File: config.mk
export PLATFORM = sky130hd
export DESIGN_NAME = forwarding_scoreboard
export DESIGN_NICKNAME = d
export VERILOG_FILES = /design/src/rtl/cpu_pkg.sv /design/src/rtl/fwd_match.sv /design/src/rtl/forwarding_scoreboard.sv
export SDC_FILE = /design/constraint.sdc
export NUM_CORES = 1
export LEC_CHECK = 0
export CAP_MARGIN = 20
export CORE_MARGIN = 3
export CORE_UTILIZATION = 43
export CTS_BUF_LIST = sky130_fd_sc_hd__clkbuf_16
export CTS_CLUSTER_SIZE = 20
export DETAILED_ROUTE_END_ITERATION = 8
export PLACE_DENSITY = 0.68
export SLEW_MARGIN = 20
export SYNTH_ARGS = -nofsm -noshare
export SYNTH_HDL_FRONTEND = slang
export SYNTH_SLANG_ARGS = --single-unit
File: constraint.sdc
create_clock -name clk -period 2.9 [get_ports clk]
set_clock_uncertainty 0.1 [all_clocks]
set_input_delay 0.29 -clock clk [delete_from_list [all_inputs] [get_ports clk]]
set_output_delay 0.29 -clock clk [all_outputs]
set_load 0.02 [all_outputs]
File: src/rtl/cpu_pkg.sv
// ---------------------------------------------------------------------------
// cpu_pkg
// Shared types and constants for the forwarding scoreboard.
//   stage_rec_t : one in-flight pipeline record {valid, regwrite, is_load, rd}
//   FWD_RF      : fwd_sel code meaning "read the register file"
//   fwd_sel_w() : width of one fwd_sel field for a given stage count
// ---------------------------------------------------------------------------
package cpu_pkg;

    // Records carry rd at a fixed maximum width so the struct can be shared.
    // Narrower register addresses are zero-extended on entry.
    localparam int RD_MAX_W = 8;

    // fwd_sel encoding: 0 selects the register file, k selects stage k.
    localparam int FWD_RF  = 0;
    localparam int FWD_EX  = 1;
    localparam int FWD_MEM = 2;
    localparam int FWD_WB  = 3;

    typedef struct packed {
        logic                valid;
        logic                regwrite;
        logic                is_load;
        logic [RD_MAX_W-1:0] rd;
    } stage_rec_t;

    function automatic int fwd_sel_w(input int num_stages);
        return (num_stages < 1) ? 1 : $clog2(num_stages + 1);
    endfunction

endpackage

File: src/rtl/fwd_match.sv
// ---------------------------------------------------------------------------
// fwd_match
// Finds the youngest in-flight stage that writes one source operand and
// reports whether that result is not yet forwardable.
// Ports:
//   src_addr : source register address in ID
//   src_used : operand is actually read
//   stages   : tracked records, index 0 = stage 1 (youngest)
//   sel      : 0 = register file, k = forward from stage k
//   hazard   : youngest match is not yet ready -> ID must stall
// ---------------------------------------------------------------------------
module fwd_match
    import cpu_pkg::*;
#(
    parameter int NUM_STAGES       = 3,
    parameter int REG_ADDR_W       = 5,
    parameter int ALU_READY_STAGE  = 2,
    parameter int LOAD_READY_STAGE = 3,
    parameter int SEL_W            = 2
) (
    input  logic [REG_ADDR_W-1:0]        src_addr,
    input  logic                         src_used,
    input  stage_rec_t [NUM_STAGES-1:0]  stages,
    output logic [SEL_W-1:0]             sel,
    output logic                         hazard
);

    // Walk from oldest to youngest so the youngest match overwrites older
    // ones; only that youngest match decides readiness. A record with rd=0
    // never matches, which also keeps x0 reads on the register file.
    always_comb begin
        sel    = SEL_W'(FWD_RF);
        hazard = 1'b0;
        for (int k = NUM_STAGES; k >= 1; k--) begin
            if (src_used &&
                stages[k-1].valid &&
                stages[k-1].regwrite &&
                (stages[k-1].rd != '0) &&
                (stages[k-1].rd == RD_MAX_W'(src_addr))) begin
                sel    = SEL_W'(k);
                hazard = stages[k-1].is_load ? (k < LOAD_READY_STAGE)
                                             : (k < ALU_READY_STAGE);
            end
        end
    end

endmodule

File: src/rtl/forwarding_scoreboard.sv
// ---------------------------------------------------------------------------
// forwarding_scoreboard
// Tracks instructions issued past ID through NUM_STAGES stages and, for each
// ID source operand, chooses a forwarding source or requests a stall.
// Ports:
//   clk, rst_n      : clock, synchronous active-low reset
//   issue_valid     : ID instruction wants to issue
//   issue_regwrite  : it writes a register
//   issue_is_load   : it is a load
//   issue_rd        : its destination register
//   src_addr        : NUM_SRC packed source addresses (source i at i*REG_ADDR_W)
//   src_used        : per-source "operand is read"
//   flush           : discard the ID instruction this cycle
//   hold            : freeze all tracked stages and the stall counter
//   fwd_sel         : NUM_SRC packed select fields, 0 = register file
//   stall           : ID must not issue this cycle
//   stall_count     : saturating count of hazard-stall cycles
// ---------------------------------------------------------------------------
module forwarding_scoreboard
    import cpu_pkg::*;
#(
    parameter int NUM_SRC          = 2,
    parameter int NUM_STAGES       = 3,
    parameter int REG_ADDR_W       = 5,
    parameter int ALU_READY_STAGE  = 2,
    parameter int LOAD_READY_STAGE = 3,
    parameter int CNT_W            = 16
) (
    input  logic                                        clk,
    input  logic                                        rst_n,
    input  logic                                        issue_valid,
    input  logic                                        issue_regwrite,
    input  logic                                        issue_is_load,
    input  logic [REG_ADDR_W-1:0]                       issue_rd,
    input  logic [NUM_SRC*REG_ADDR_W-1:0]               src_addr,
    input  logic [NUM_SRC-1:0]                          src_used,
    input  logic                                        flush,
    input  logic                                        hold,
    output logic [NUM_SRC*fwd_sel_w(NUM_STAGES)-1:0]    fwd_sel,
    output logic                                        stall,
    output logic [CNT_W-1:0]                            stall_count
);

    localparam int SEL_W = fwd_sel_w(NUM_STAGES);

    stage_rec_t [NUM_STAGES-1:0] stages;
    stage_rec_t                  issue_rec;
    logic [NUM_SRC-1:0]          hazard;
    logic                        issue_fire;

    // One matcher per source operand, all looking at the same stage records.
    // The issuing instruction is not in the records yet, so it can never
    // match its own destination.
    for (genvar i = 0; i < NUM_SRC; i++) begin : g_src
        fwd_match #(
            .NUM_STAGES       (NUM_STAGES),
            .REG_ADDR_W       (REG_ADDR_W),
            .ALU_READY_STAGE  (ALU_READY_STAGE),
            .LOAD_READY_STAGE (LOAD_READY_STAGE),
            .SEL_W            (SEL_W)
        ) u_match (
            .src_addr (src_addr[i*REG_ADDR_W +: REG_ADDR_W]),
            .src_used (src_used[i]),
            .stages   (stages),
            .sel      (fwd_sel[i*SEL_W +: SEL_W]),
            .hazard   (hazard[i])
        );
    end

    // Stall only matters for a live ID instruction; hold does not mask it,
    // so a hazard stays visible while the pipeline is frozen.
    always_comb begin
        stall      = issue_valid && !flush && (|hazard);
        issue_fire = issue_valid && !flush && !stall;
        issue_rec          = '0;
        issue_rec.valid    = 1'b1;
        issue_rec.regwrite = issue_regwrite;
        issue_rec.is_load  = issue_is_load;
        issue_rec.rd       = RD_MAX_W'(issue_rd);
    end

    // Reset wins over hold. When not held, every record advances one stage;
    // stage 1 takes the issuing instruction or a bubble. The counter only
    // advances on cycles that actually insert a stall bubble.
    always_ff @(posedge clk) begin
        if (!rst_n) begin
            stages      <= '0;
            stall_count <= '0;
        end else if (!hold) begin
            stages[0] <= issue_fire ? issue_rec : '0;
            for (int k = 1; k < NUM_STAGES; k++) begin
                stages[k] <= stages[k-1];
            end
            if (stall && (stall_count != '1)) begin
                stall_count <= stall_count + CNT_W'(1);
            end
        end
    end

endmodule

# Word level (Yosys, flattened, before mapping)
# Cells that the tools add are included.
# totals
register_bits	48
in_bits	24
# op_classes
add_sub_neg	1
eq_ne	7
muxes	12
n_bitwise	1
n_reduce_logical	35
# op_table
operator	n
$eq A8 B5 Y1	6
$logic_and A1 B1 Y1	28
$reduce_bool A8 Y1	3
$add A16 B1 Y16 const B	1
$ne A16 B16 Y1 const B	1
$mux W2	6
$mux W11	1
$mux W1	5
$logic_not A1 Y1	2
$reduce_and A2 Y1	1
$reduce_or A2 Y1	1
$not A1 Y1	1

# Longest topological paths before layout
# Gate-level depths: netlist (run 1).
# depth
depth_word	11
ltp_mapped	8
mapped_depth_nobuf	7

# Modules after synthesis
# A second synthesis (run 1) with hierarchy kept.
# unflattened
cells_unflattened	253
hier_area_um2	2294.7
# modules_own_cells
mod	n_inst	cells_per_inst	area_each_um2
forwarding_scoreboard	1	175	1691.6
fwd_match	2	39	301.5

# Least setup slack after synthesis (run 1)
# No wires, ideal clock.
# synth_path
kind	register to register
start	reg stall_count[0]
end	reg stall_count[8]
setup_ps	72
arrival_ps	1949
path_slack_ps	779
stages_incl_launch_ff	9
n_path_buf	1
period_less_slack_ps	2121
path_cell_list	dfxtp_1 -> ha_1 -> nand2_1 -> nor2_1 -> a311oi_1 -> clkbuf_1 -> nand4_1 -> o22ai_1 -> mux2i_1
# synth_between
elab_chain_len	3
word_cells_on_any_way	4
classes_between	add/sub (1); eq/ne (1); reduce/logical (2)
# synth_rtl
element	line	source
start, declared	forwarding_scoreboard.sv:41	output logic [CNT_W-1:0] stall_count
start signal, assigned	forwarding_scoreboard.sv:95	stall_count <= stall_count + CNT_W'(1);
branches (longest 3 deep; another with $add A16 B1 Y16)	--	
# Several ways; the timed one is not identified.
# A chain may end at the register's enable or synchronous reset.

# Worst setup path after layout (run 1)
# layout_path
start	in src_addr[8]
end	out fwd_sel[3]
# layout_between
elab_chain_len	5
word_cells_on_any_way	9
classes_between	eq/ne (3); mux (3); reduce/logical (3)
# layout_rtl
element	line	source
start, declared	forwarding_scoreboard.sv:35	input logic [NUM_SRC*REG_ADDR_W-1:0] src_addr,
$eq A8 B5 Y1	fwd_match.sv:39	(stages[k-1].rd == RD_MAX_W'(src_addr))) begin
$logic_and A1 B1 Y1	fwd_match.sv:38	(stages[k-1].rd != '0) &&
$mux W2 (2 in series)	fwd_match.sv:35	if (src_used &&
$mux W2 *	fwd_match.sv:35	
end, declared	forwarding_scoreboard.sv:39	output logic [NUM_SRC*fwd_sel_w(NUM_STAGES)-1:0] fwd_sel,
# Every way passes the cells marked *; elsewhere a longest branch is shown, timed or not.

==> reports/qor.csv, run 1 <==
stage,metric,value,unit
run_status,outcome,"complete, no violations",
cts,Root Buffer Master,clkbuf_16,
floorplanning,standard-cell rows,25,
synth,number of synthesized flops with an enable pin,0,
timing,Slew HR,0.532,
timing,maximum clock frequency,351,MHz
placed_design,GPL Wtd Cong,0.911,
detailed_routing,drt via density,5.44,
run,maxcap violations,0,
placed_design,IO buf count,44,
cells_and_area,synthesis-to-finish area growth,30.6,%
synth,synth top area cells,"dfxtp_1 (34%), mux2i_1 (14%), xor2_1 (6.1%), nand2_1 (5.9%), xnor2_1 (5.3%)",
timing,part of the cycle the worst path needs,0.983,
cts,H-tree levels,2,
cts,post-CTS setup buffer count,0,
synth,dominant synthesized flop cell,dfxtp_1,
placed_design,placed wire-length estimate,4330,um
synth,synth unique cells,35,
cts,post-cts resize count,0,
cells_and_area,fraction of layout cells with a size suffix above 1,0.106,
synth,Synth Warn #,0,
cts,Longest Clk Path Bufs,2,
floorplanning,chip height,79.1,um
critical_path,CP Capture Type,output pin,
grt,gr ovfl total,0,
grt,antenna violations before repair,0,
synth,register bit total from synthesis,39,
synth,Async SR Flop Fraction,0,
critical_path,Critical Path AT,2.46,ns
cells_and_area,design area,0.00300,mm^2
timing,Fin. Hold Viols,0,
detailed_routing,WL final,5810,um
grt,vias in the first global route,1872,
grt,Global Route Usage Sum,0.194,
floorplanning,Starting Density,0.465,
detailed_routing,Antenna Violating Nets Remaining,0,
placed_design,Post-DP Area,0.00284,mm^2
detailed_routing,drt initial violations,86,
floorplanning,die area,0.00626,mm^2
critical_path,crit start category,input pin,
cells_and_area,# diodes,0,
synth,synthesized instance count,270,
timing,Worst-Margin Slew,0.702,ns
synth,cell taking the most area after synthesis,dfxtp_1,
cts,hold_buf cts,0,
critical_path,kind of critical path,in2out,
detailed_routing,drt first pass iters,4,
synth,post-synthesis cell area,0.00230,mm^2
cts,CTS tree,done,
cells_and_area,fill count,482,
timing,max-slew violations,0,
cells_and_area,Post-Layout Cell Count,389,
critical_path,Required @ worst endpoint,2.51,ns
synth,Post-Syn Nets,295,
power_and_ir_drop,Power per Cell Area,408,mW/mm^2
timing,Tmin final,2.85,ns
power_and_ir_drop,static leakage,1.12,nW
detailed_routing,# DRC,0,
detailed_routing,vias post-DR,2116,
critical_path,CP max FO,3,
cts,clock latency on the worst-skew pair,0.28,ns
grt,largest net degree at the start of global routing,24,
grt,first-pass GRT wire length,9430,um
detailed_routing,drt wl/cell,14.9,um
power_and_ir_drop,Peak VDD IR,0.341,mV
cts,CTS sink count,39,
cts,number of CTS-inserted buffers,5,
floorplanning,Core ar.,0.00494,mm^2
placed_design,placed cells,381,
floorplanning,Die Wd,79.1,um
min_path,Hold Path Class,reg2reg,
cts,clock-pin transition on the worst setup and hold timing paths,0.06,ns
synth,area share of the leading cell type in the synthesized netlist,0.340,
timing,"Setup violations, final",0,
floorplanning,num ports,45,
synth,"Avg Cell Area, Syn",8.51,um^2
cells_and_area,# nets final,346,
synth,"Seq/Total Area, Yosys",0.340,
[cell families after synthesis]
logic type                 after synthesis  share of synthesized area
xor gates and xnor gates                30                      0.114
and+or+nand+nor                        121                      0.263
adders and majority gates                1                    0.00545
DFF                                     39                      0.340
buffers and inverters                   16                     0.0381
AOI/OAI and AO/OA                       32                      0.104
muxes                                   31                      0.135
[cells in the final DEF, fill, tap and decap left out, drive strengths merged, types with 3 or more instances in the layout]
| cell type | count |
|---|---|
| clkdlybuf4s50 | 42 |
| dfxtp | 39 |
| nand2 | 36 |
| mux2i | 31 |
| nor2 | 25 |
| nand4 | 19 |
| a21oi | 17 |
| xor2 | 16 |
| nand2b | 15 |
| xnor2 | 14 |
| buf | 13 |
| nand3 | 9 |
| clkbuf | 5 |
| nor4 | 4 |
| a211oi | 4 |
| o22ai | 4 |
| inv | 4 |
| and3 | 4 |
| or2 | 3 |
[critical path, cell delays in order]
cell and delay (ns):
clkdlybuf4s50_1 0.49, xor2_1 0.17, nor4_1 0.28, and3_2 0.29, buf_4 0.12, nand2_1 0.04, a21oi_1 0.15, clkdlybuf4s50_1 0.63
[metal layers]
layer | track usage | share of wire | up-vias
met5 | 0 | 0 | -
met4 | 0.0739 | 0.012 | 0
met3 | 0.0295 | 0.054 | 6
met2 | 0.281 | 0.44 | 63
met1 | 0.286 | 0.50 | 988
li1 | - | - | 1059
[flip-flops by register name, summed over array words and instances (netlist names)]
register     flops
stall_count     16
stages          23
[final cells by class]
cell class              count  area [um^2]  share of cell area
inverters                   3         11.3             0.00375
clock inverters             3         23.8             0.00793
multi-input cells         215         1430               0.477
well taps                  67         83.8              0.0280
flip-flops and latches     39          781               0.260
repair buffers             57          543               0.181
clock buffers               5          125              0.0417
[worst paths after layout]
kind | end | from | cells after the start | slack [ns]
worst max-delay path | fwd_sel[3] | src_addr[8] | 8 | 0.05
worst min-delay path | stages[8] | stages[8] | 2 | 0.37
worst max register to register | stall_count[11] | stall_count[0] | 8 | 0.65
worst min register to register | stages[8] | stages[8] | 2 | 0.37
[report_power, final]
group / internal [mW] / switching, mW / leakage (nW)
clock: 0.322 / 0.238 / 0.0664
combinational: 0.0618 / 0.0532 / 0.741
sequential: 0.540 / 0.00782 / 0.315
[synthesized netlist by cell type (3+ instances only)]
cell type and count:
dfxtp_1 39, inv_1 3, nand4_1 19, nand2b_1 15, xor2_1 16, o22ai_1 4
or2_2 3, a211oi_1 4, and3_1 4, clkbuf_1 7, nand3_1 9, a21oi_1 16
nand2_1 36, xnor2_1 14, nor2_1 23, mux2i_1 31, nor4_1 4
[stage by stage]
stage / power, mW / setup WS [ns] / hold WS, ns / utilization / setup TNS [ns]
floorplan: 0.616 / 0.779 / 0.340 / - / 0
global placement: 0.673 / 0.0265 / 0.352 / 0.575 / 0
detailed placement: 0.675 / 0.0296 / 0.364 / 0.575 / 0
CTS: 1.23 / 0.0141 / 0.372 / 0.605 / 0
global route: 1.26 / -0.0364 / 0.403 / 0.607 / -0.0364
finish: 1.22 / 0.0480 / 0.373 / 0.607 / 0
(Power assumes the default switching activity.)
==> run 2, diff against run 1 <==
--- a/config.mk
+++ b/config.mk
@@ -12,7 +12,9 @@
 export CTS_CLUSTER_SIZE = 20
 export DETAILED_ROUTE_END_ITERATION = 8
 export PLACE_DENSITY = 0.68
+export SETUP_SLACK_MARGIN = 0.5
 export SLEW_MARGIN = 20
 export SYNTH_ARGS = -nofsm -noshare
 export SYNTH_HDL_FRONTEND = slang
 export SYNTH_SLANG_ARGS = --single-unit
+export TNS_END_PERCENT = 10
==> run 2 against run 1 <==
Compared with the run above:
- register-to-register slack lost 0.04 ns
- final cell count stayed put
- via count grew 0.28%
- worst setup slack gained 0.45 ns
- critical path type is now reg2out
==> reports/qor.csv, run 2 (same netlist as run 1, synthesis figures left out) <==
stage,metric,value,unit,change
floorplanning,Die Wd,79.1,um,unchanged
critical_path,Worst Setup EP,fwd_sel[2],,was fwd_sel[3]
floorplanning,chip height,79.1,um,unchanged
critical_path,R2R Setup Slk,0.61,ns,was 0.65 ns
critical_path,CP bufs+invs,2,,was 3
cells_and_area,"commonest non-fill, non-tap cell in the layout",clkdlybuf4s50_1,,unchanged
cts,clock latency on the worst-skew pair,0.28,ns,about the same
detailed_routing,drt via density,5.46,,was 5.44
run_status,outcome,"complete, no violations",,unchanged
timing,Slew HR,0.511,,was 0.532
min_path,Hold Path Class,reg2reg,,unchanged
floorplanning,Starting Density,0.465,,unchanged
cells_and_area,Top reg by flops,stages,,unchanged
critical_path,crit path launch,stages[1],,was src_addr[8]
timing,Worst-Margin Slew,0.733,ns,was 0.702 ns
floorplanning,die area,0.00626,mm^2,unchanged
cts,Longest Clk Path Bufs,2,,unchanged
detailed_routing,drt initial violations,111,,was 86
cells_and_area,# nets final,346,,unchanged
floorplanning,Core ar.,0.00494,mm^2,unchanged
critical_path,Crit. path cell count,6,,was 8
critical_path,crit-path leading delay family,simple AND/OR/NAND/NOR gates,,was buffers and inverters
grt,vias in the first global route,1879,,was 1872
placed_design,placed wire-length estimate,4330,um,unchanged
floorplanning,standard-cell rows,25,,unchanged
cells_and_area,"commonest non-fill, non-tap cells in the layout","clkdlybuf4s50_1 (37), nand2_1 (36), dfxtp_1 (35)",,"was clkdlybuf4s50_1 (42), dfxtp_1 (39), nand2_1 (36)"
detailed_routing,drt wl/cell,15.1,um,was 14.9 um
critical_path,RR Startpoint,stall_count[0],,unchanged
timing,WHS,0.373,ns,about the same
cts,CTS sink count,39,,unchanged
cells_and_area,# diodes,0,,unchanged
cells_and_area,top flop regs,"stages (23), stall_count (16)",,unchanged
critical_path,R2R depth,8,,unchanged
critical_path,reg2reg end,stall_count[11],,unchanged
cts,clock-pin transition on the worst setup and hold timing paths,0.06,ns,about the same
detailed_routing,drt first pass iters,4,,unchanged
cts,CTS tree,done,,unchanged
timing,"Setup violations, final",0,,unchanged
grt,antenna violations before repair,0,,unchanged
timing,part of the cycle the worst path needs,0.828,,was 0.983
critical_path,CP Capture Type,output pin,,unchanged
critical_path,CP peak stage delay,0.53,ns,was 0.63 ns
floorplanning,num ports,45,,unchanged
detailed_routing,WL final,5890,um,was 5810 um
placed_design,placed cells,381,,unchanged
cells_and_area,fraction of layout cells with a size suffix above 1,0.140,,was 0.106
cells_and_area,number of flip-flops in the largest register,23,,unchanged
detailed_routing,# DRC,0,,unchanged
detailed_routing,Antenna Violating Nets Remaining,0,,unchanged
critical_path,Critical Path AT,2.01,ns,was 2.46 ns
cts,Root Buffer Master,clkbuf_16,,unchanged
cts,H-tree levels,2,,unchanged
timing,RSZ-0062 raised after global routing,true,,
power_and_ir_drop,Power per Cell Area,412,mW/mm^2,was 408 mW/mm^2
run,maxcap violations,0,,unchanged
cells_and_area,fill count,491,,was 482
critical_path,critical-path cell list,"or4_1, nor2_2, nor3_1, buf_4, or2_2, buf_2",,"was clkdlybuf4s50_1, xor2_1, nor4_1, and3_2, buf_4, nand2_1, a21oi_1, clkdlybuf4s50_1"
grt,gr ovfl total,0,,unchanged
critical_path,kind of critical path,reg2out,,was in2out
critical_path,CP max stage cell,or4_1,,was clkdlybuf4s50_1
timing,Tmin final,2.40,ns,was 2.85 ns
timing,max-slew violations,0,,unchanged
timing,TNS Setup,0,ns,unchanged
cells_and_area,synthesis-to-finish area growth,29.9,%,was 30.6%
placed_design,IO buf count,44,,unchanged
critical_path,crit start category,flip-flop,,was input pin
placed_design,GPL Wtd Cong,0.911,,unchanged
grt,Global Route Usage Sum,0.195,,was 0.194
grt,largest net degree at the start of global routing,24,,unchanged
power_and_ir_drop,Tot Pwr,1.23,mW,was 1.22 mW
timing,maximum clock frequency,416,MHz,was 351 MHz
detailed_routing,vias post-DR,2122,,was 2116
critical_path,CP max FO,5,,was 3
cts,number of CTS-inserted buffers,5,,unchanged
cts,post-CTS setup buffer count,0,,unchanged
power_and_ir_drop,static leakage,1.11,nW,was 1.12 nW
grt,first-pass GRT wire length,9500,um,was 9430 um
critical_path,Required @ worst endpoint,2.51,ns,about the same
cells_and_area,Post-Layout Cell Count,389,,unchanged
power_and_ir_drop,Peak VDD IR,0.348,mV,was 0.341 mV
timing,Fin. Hold Viols,0,,unchanged
==> run 2: where the power goes <==
group	internal [mW]	switching, mW	leakage, nW
Sequential	0.541	0.00791	0.317
Clock	0.322	0.242	0.0664
Combinational	0.0617	0.0544	0.725
Total	0.924	0.305	1.11
==> run 2: worst min path at each step <==
| stage | slack (ns) | end | cells after the start | start |
|---|---|---|---|---|
| 2_1_floorplan | 0.34 | stages[8] | 2 | stages[8] |
| 3_3_place_gp | 0.35 | stages[8] | 2 | stages[8] |
| 3_5_place_dp | 0.36 | stages[8] | 2 | stages[8] |
| 4_1_cts | 0.37 | stages[8] | 2 | stages[8] |
| 5_1_grt | 0.40 | stages[8] | 2 | stages[8] |
| 6_report | 0.37 | stages[8] | 2 | stages[8] |
==> run 2: worst min-delay path: stages, from the launching register on <==
cell	delay, ns
dfxtp_1	0.32
nand2_1	0.06
a21oi_1	0.05
==> run 2: repair_timing <==
item                       in CTS  in global routing
setup endpoints to repair       5                  8
hold buffers                    0                  0
pin swaps                       3                  4
resized for setup              20                  9
==> run 2: per-layer routing <==
| metal | routed length [um] | track usage |
|---|---|---|
| met1 | 2970 | 0.287 |
| met2 | 2570 | 0.285 |
| met3 | 276 | 0.0295 |
| met4 | 68 | 0.0739 |
| met5 | 0 | 0 |
==> run 2: layout make-up <==
cell class / instances / area (um^2) / share of cell area
clock buffers: 5 / 125 / 0.0419
clock inverters: 3 / 23.8 / 0.00797
inverters: 3 / 11.3 / 0.00377
multi-input cells: 215 / 1440 / 0.483
flip-flops and latches: 39 / 786 / 0.263
well taps: 67 / 83.8 / 0.0281
repair buffers: 57 / 514 / 0.172
==> run 2: stage by stage <==
step           setup WS [ns]  instance area (um^2)  utilization
2_1_floorplan          0.779                  2300            -
3_3_place_gp          0.0265                  2840        0.575
3_5_place_dp          0.0296                  2840        0.575
4_1_cts                0.415                  3000        0.606
5_1_grt                0.430                  2980        0.604
6_report               0.498                  2980        0.604
